$ cat config.mk
export PLATFORM = sky130hd
export DESIGN_NAME = io_input_conditioner
export DESIGN_NICKNAME = d
export VERILOG_FILES = /design/src/rtl/io_input_conditioner.sv
export SDC_FILE = /design/constraint.sdc
export NUM_CORES = 1
export LEC_CHECK = 0
export BUFFER_PORTS_ARGS = -buffer_cell sky130_fd_sc_hd__buf_4
export CORE_UTILIZATION = 45
export DETAILED_ROUTE_END_ITERATION = 8
export PLACE_DENSITY = 0.69
export SETUP_SLACK_MARGIN = 0.05
export SYNTH_ARGS = -nofsm -noshare
export SYNTH_HDL_FRONTEND = slang
export SYNTH_SLANG_ARGS = --single-unit
$ cat constraint.sdc
create_clock -name clk -period 2.8 [get_ports clk]
set_input_delay 0.28 -clock clk [delete_from_list [all_inputs] [get_ports clk]]
set_output_delay 0.28 -clock clk [all_outputs]
set_load 0.01 [all_outputs]
$ cat src/rtl/io_input_conditioner.sv
// io_input_conditioner
//
// Synchronises, debounces and edge-detects the raw board inputs before they
// reach the memory-mapped IO decoder.
//
// Ports:
//   clk            system clock, all state updates on its rising edge
//   rst            synchronous active-high reset
//   buttonL_raw    raw asynchronous left button
//   buttonR_raw    raw asynchronous right button
//   switch_raw     raw asynchronous 16-bit switch bank
//   buttonL        debounced left button level
//   buttonR        debounced right button level
//   buttonL_pulse  one-cycle pulse on each debounced 0->1 of buttonL
//   buttonR_pulse  one-cycle pulse on each debounced 0->1 of buttonR
//   switch         debounced switch vector
//   switch_changed one-cycle pulse in the first cycle switch shows a new value
module io_input_conditioner #(
    parameter int unsigned DEBOUNCE_CYCLES = 1000000,
    parameter int unsigned CNT_WIDTH       = $clog2(DEBOUNCE_CYCLES)
) (
    input  logic        clk,
    input  logic        rst,
    input  logic        buttonL_raw,
    input  logic        buttonR_raw,
    input  logic [15:0] switch_raw,
    output logic        buttonL,
    output logic        buttonR,
    output logic        buttonL_pulse,
    output logic        buttonR_pulse,
    output logic [15:0] switch,
    output logic        switch_changed
);

    localparam logic [CNT_WIDTH-1:0] CntMax = CNT_WIDTH'(DEBOUNCE_CYCLES - 1);
    localparam logic [CNT_WIDTH-1:0] CntOne = CNT_WIDTH'(1);

    // Two-flop synchroniser for all 18 raw bits; only sync2_q feeds logic.
    logic [17:0] sync1_q;
    logic [17:0] sync2_q;

    always_ff @(posedge clk) begin
        if (rst) begin
            sync1_q <= '0;
            sync2_q <= '0;
        end else begin
            sync1_q <= {switch_raw, buttonR_raw, buttonL_raw};
            sync2_q <= sync1_q;
        end
    end

    logic [1:0]  btn_s2;
    logic [15:0] sw_s2;

    assign btn_s2 = sync2_q[1:0];
    assign sw_s2  = sync2_q[17:2];

    // Button channels: index 0 = left, 1 = right.
    logic [1:0]           btn_stable_q;
    logic [1:0]           btn_level_q;
    logic [1:0]           btn_pulse_q;
    logic [CNT_WIDTH-1:0] btn_cnt_q [2];

    always_ff @(posedge clk) begin
        if (rst) begin
            btn_stable_q <= '0;
            btn_level_q  <= '0;
            btn_pulse_q  <= '0;
            for (int i = 0; i < 2; i++) begin
                btn_cnt_q[i] <= '0;
            end
        end else begin
            for (int i = 0; i < 2; i++) begin
                if (btn_s2[i] == btn_stable_q[i]) begin
                    // Any return to the accepted value discards the count.
                    btn_cnt_q[i] <= '0;
                end else if (btn_cnt_q[i] == CntMax) begin
                    btn_stable_q[i] <= btn_s2[i];
                    btn_cnt_q[i]    <= '0;
                end else begin
                    btn_cnt_q[i] <= btn_cnt_q[i] + CntOne;
                end
            end
            // Output stage: the level and its rising-edge pulse appear together,
            // aligned with the switch bank's acceptance latency.
            btn_level_q <= btn_stable_q;
            btn_pulse_q <= btn_stable_q & ~btn_level_q;
        end
    end

    // Switch bank: one shared debouncer; any bit change restarts the count.
    logic [15:0]          sw_stable_q;
    logic [15:0]          sw_cand_q;
    logic [CNT_WIDTH-1:0] sw_cnt_q;
    logic                 sw_changed_q;

    always_ff @(posedge clk) begin
        if (rst) begin
            sw_stable_q  <= '0;
            sw_cand_q    <= '0;
            sw_cnt_q     <= '0;
            sw_changed_q <= 1'b0;
        end else begin
            sw_changed_q <= 1'b0;
            if (sw_s2 == sw_stable_q) begin
                sw_cnt_q <= '0;
            end else if (sw_s2 != sw_cand_q) begin
                sw_cand_q <= sw_s2;
                sw_cnt_q  <= '0;
            end else if (sw_cnt_q == CntMax) begin
                sw_stable_q  <= sw_cand_q;
                sw_cnt_q     <= '0;
                sw_changed_q <= 1'b1;
            end else begin
                sw_cnt_q <= sw_cnt_q + CntOne;
            end
        end
    end

    assign buttonL        = btn_level_q[0];
    assign buttonR        = btn_level_q[1];
    assign buttonL_pulse  = btn_pulse_q[0];
    assign buttonR_pulse  = btn_pulse_q[1];
    assign switch         = sw_stable_q;
    assign switch_changed = sw_changed_q;

endmodule

==> impl_metrics.ini <==
[detailed_routing]
wl_met3_um = 395
drt_wl_total_um = 11000
firstDrtPassIters = 4
postRouteAntennaNets = 0
drt-vias-per-instance = 4.871
highest_layer = met4
drcViolationCount = 0
wl_met1_um = 4825
drt_iter0_markers = 245
met2WireLength_um = 5603
wire_per_inst_um = 13.01
vias = 4116

[timing]
period_share = 0.7807
finalSetupViolCount = 0
finalHoldViolCount = 0
grt_setup_unrepaired = false
finalCriticalPeriod_ps = 2186
fin_tns_setup_ps = 0
tightest_slew_ps = 752.2
fmax_mhz = 457.5
slew_viol_final = 0
timing.slew.headroom = 0.4939
finClkSkew_ps = 5.430

[placed_design]
dp_hpwl_um = 7499
portBuffers = 40
place_inst = 817
place.gp.congestion = 0.7565

[pwr]
total_power_uw = 4507
power_leakage_uw = 0.002730
p_per_area_nw_per_um2 = 623.5
ir_worst_vdd_uv = 531.3

[grt]
grt_pass1_wl_um = 19130
track_usage = 0.1727
first_global_vias = 4210
grt_max_degree = 61
gr-total-overflow = 0
antenna_found_initial = 0

[synth]
syn_area_um2 = 6061
synth.avg_cell_area_um2 = 10.47
ys_warn_count = 0
synthDistinctLibCells = 35
ys_seq_elements = 135
syn_inst = 579
async_reset_ff_frac = 0
ys_top_cells_by_count = 95 x dfxtp_1, 64 x xor2_1, 53 x nor2_1
post-synth-top-area-cell = dfxtp_1
ys.flop_type = dfxtp_1
synth_edf_count = 40
yosysSeqAreaShare = 0.5120
synth_top_area_frac = 0.3138
post-synth-top-count-cell = dfxtp_1
synth_top_cells_by_area = dfxtp_1 31%, edfxtp_1 20%, xor2_1 9.2%

[worst_hold_path]
hold_class = input pin to flop
min_from = buttonL_raw
hold_depth = 2
holdPathEnd = sync1_q[0]$_SDFF_PP0_

[setup_path]
max_stage_delay_ps = 480
critPathMostFrequentCell = buf_4
crit_fanout = 17
crit_path_end_kind = flop
crit_type = flop to flop
worst_setup_path_start_kind = flop
crit_slowest_cell = nor4_1
reg2reg_slack_ps = 610
worstPathCellList = xor2_1, nor4_1, nand4_1, buf_4, and3_1, buf_4, nor2b_1
critPathBufInv = 2
r2r-start = sync2_q[4]$_SDFF_PP0_
rr_worst_depth = 7
crit_arrival_ps = 2460
required_ps = 3080
cp_top_family = simple AND/OR/NAND/NOR gates
reg2reg_to = switch_changed$_SDFF_PP0_

[clock_network]
clock_path_buffers = 2
cts-buffers-inserted = 17
cts_resized = 0
post_cts_buffers = 0
cts_root_buffer = clkbuf_16
clk_pin_slew_ps = 50
insertion_delay_ps = 410
cts_tree = yes
cts_hold_buf = 0
htree_levels = 4
cts_sinks = 135

[outcome]
outcome = complete, no violations

[layout]
postLayoutCoreUtil = 0.5480
drive_above_1_share = 0.1495
layout-area-overhead-vs-synth_pct = 19.26
n_fill_cell = 1177
fin_cells = 845
fin_nets = 683
seq_area_um2 = 3103
diodes = 0
multi_input_area_um2 = 2929

[floorplanning]
start_util = 0.4595
design.die.area_um2 = 13940
fp.coreArea_um2 = 13190
die_w_um = 118.1
top_level_ports = 41
chipHeight_um = 118.1
rows = 42

[flow_run]
max_cap_violations = 0
[flip-flops by register name, indices dropped and copies added, names as in the netlist]
signal          cells
btn_cnt_q          40
btn_level_q         2
btn_pulse_q         2
btn_stable_q        2
sw_cand_q          16
sw_cnt_q           20
switch             16
switch_changed      1
sync1_q            18
sync2_q            18
[routing by layer]
metal  up-vias  global-route usage
li1       2081                   -
met1      1951              0.1971
met2        66              0.2982
met3        18             0.05717
met4         0             0.06490
met5         -                   0
[cell families after synthesis]
| group | count (synthesis) | synth area share |
|---|---|---|
| and+or+nand+nor | 268 | 0.2690 |
| DFF | 135 | 0.5120 |
| xor gates and xnor gates | 88 | 0.1272 |
| buffers and inverters | 34 | 0.02890 |
| AOI/OAI and AO/OA | 32 | 0.02643 |
| muxes | 18 | 0.02973 |
| adders and majority gates | 3 | 0.006194 |
| other | 1 | 0.0006187 |
[worst max-delay path by stage]
stage,start,slack (ps),depth (start not counted),end
final,sync2_q[4]$_SDFF_PP0_,610,7,switch_changed$_SDFF_PP0_
after global routing,btn_cnt_q[1][13]$_SDFFCE_PN0P_,310,5,btn_cnt_q[1][13]$_SDFFCE_PN0P_
after CTS,switch[0]$_SDFFE_PP0P_,590,7,switch_changed$_SDFF_PP0_
after detailed placement,switch[0]$_SDFFE_PP0P_,610,7,switch_changed$_SDFF_PP0_
after global placement,sync2_q[4]$_SDFF_PP0_,600,7,switch_changed$_SDFF_PP0_
after floorplan,btn_cnt_q[0][0]$_SDFFCE_PN0P_,810,7,btn_cnt_q[0][11]$_SDFFCE_PN0P_
[power breakdown]
group          leakage [uW]  switching (uW)  internal [uW]  total (uW)
Combinational       0.00125             131            103         233
Clock              0.000289             762           1390        2150
Sequential          0.00119            49.6           2070        2120
Total               0.00273             942           3560        4510
[placed cells by master (no fill, tap or decap), types with 19 or more instances in the layout]
cell        n
nand3_1    41
edfxtp_1   40
nand2b_1   29
nand2_1    19
conb_1     40
nor2_1     53
buf_4      48
xnor2_1    24
clkbuf_16  20
xor2_1     64
dfxtp_1    95
nor2b_1    41
[area by class of cell]
type / count / share of cell area
inverters: 9 / 0.004674
repair buffers: 48 / 0.04985
well taps: 176 / 0.03047
flip-flops and latches: 135 / 0.4293
clock inverters: 1 / 0.0006924
multi-input cells: 449 / 0.4052
clock buffers: 27 / 0.07980
[through the flow]
stage | instance area, um^2 | setup WS, ps | hold WS [ps]
floorplan | 6207 | 812.9 | 408.2
global route | 7228 | 306.5 | 65.90
finish | 7228 | 614.0 | 79.74
CTS | 7228 | 590.6 | 65.94
detailed placement | 6646 | 611.2 | 405.8
global placement | 6646 | 597.8 | 401.0
Note: power is estimated with default switching activity, not from simulation.
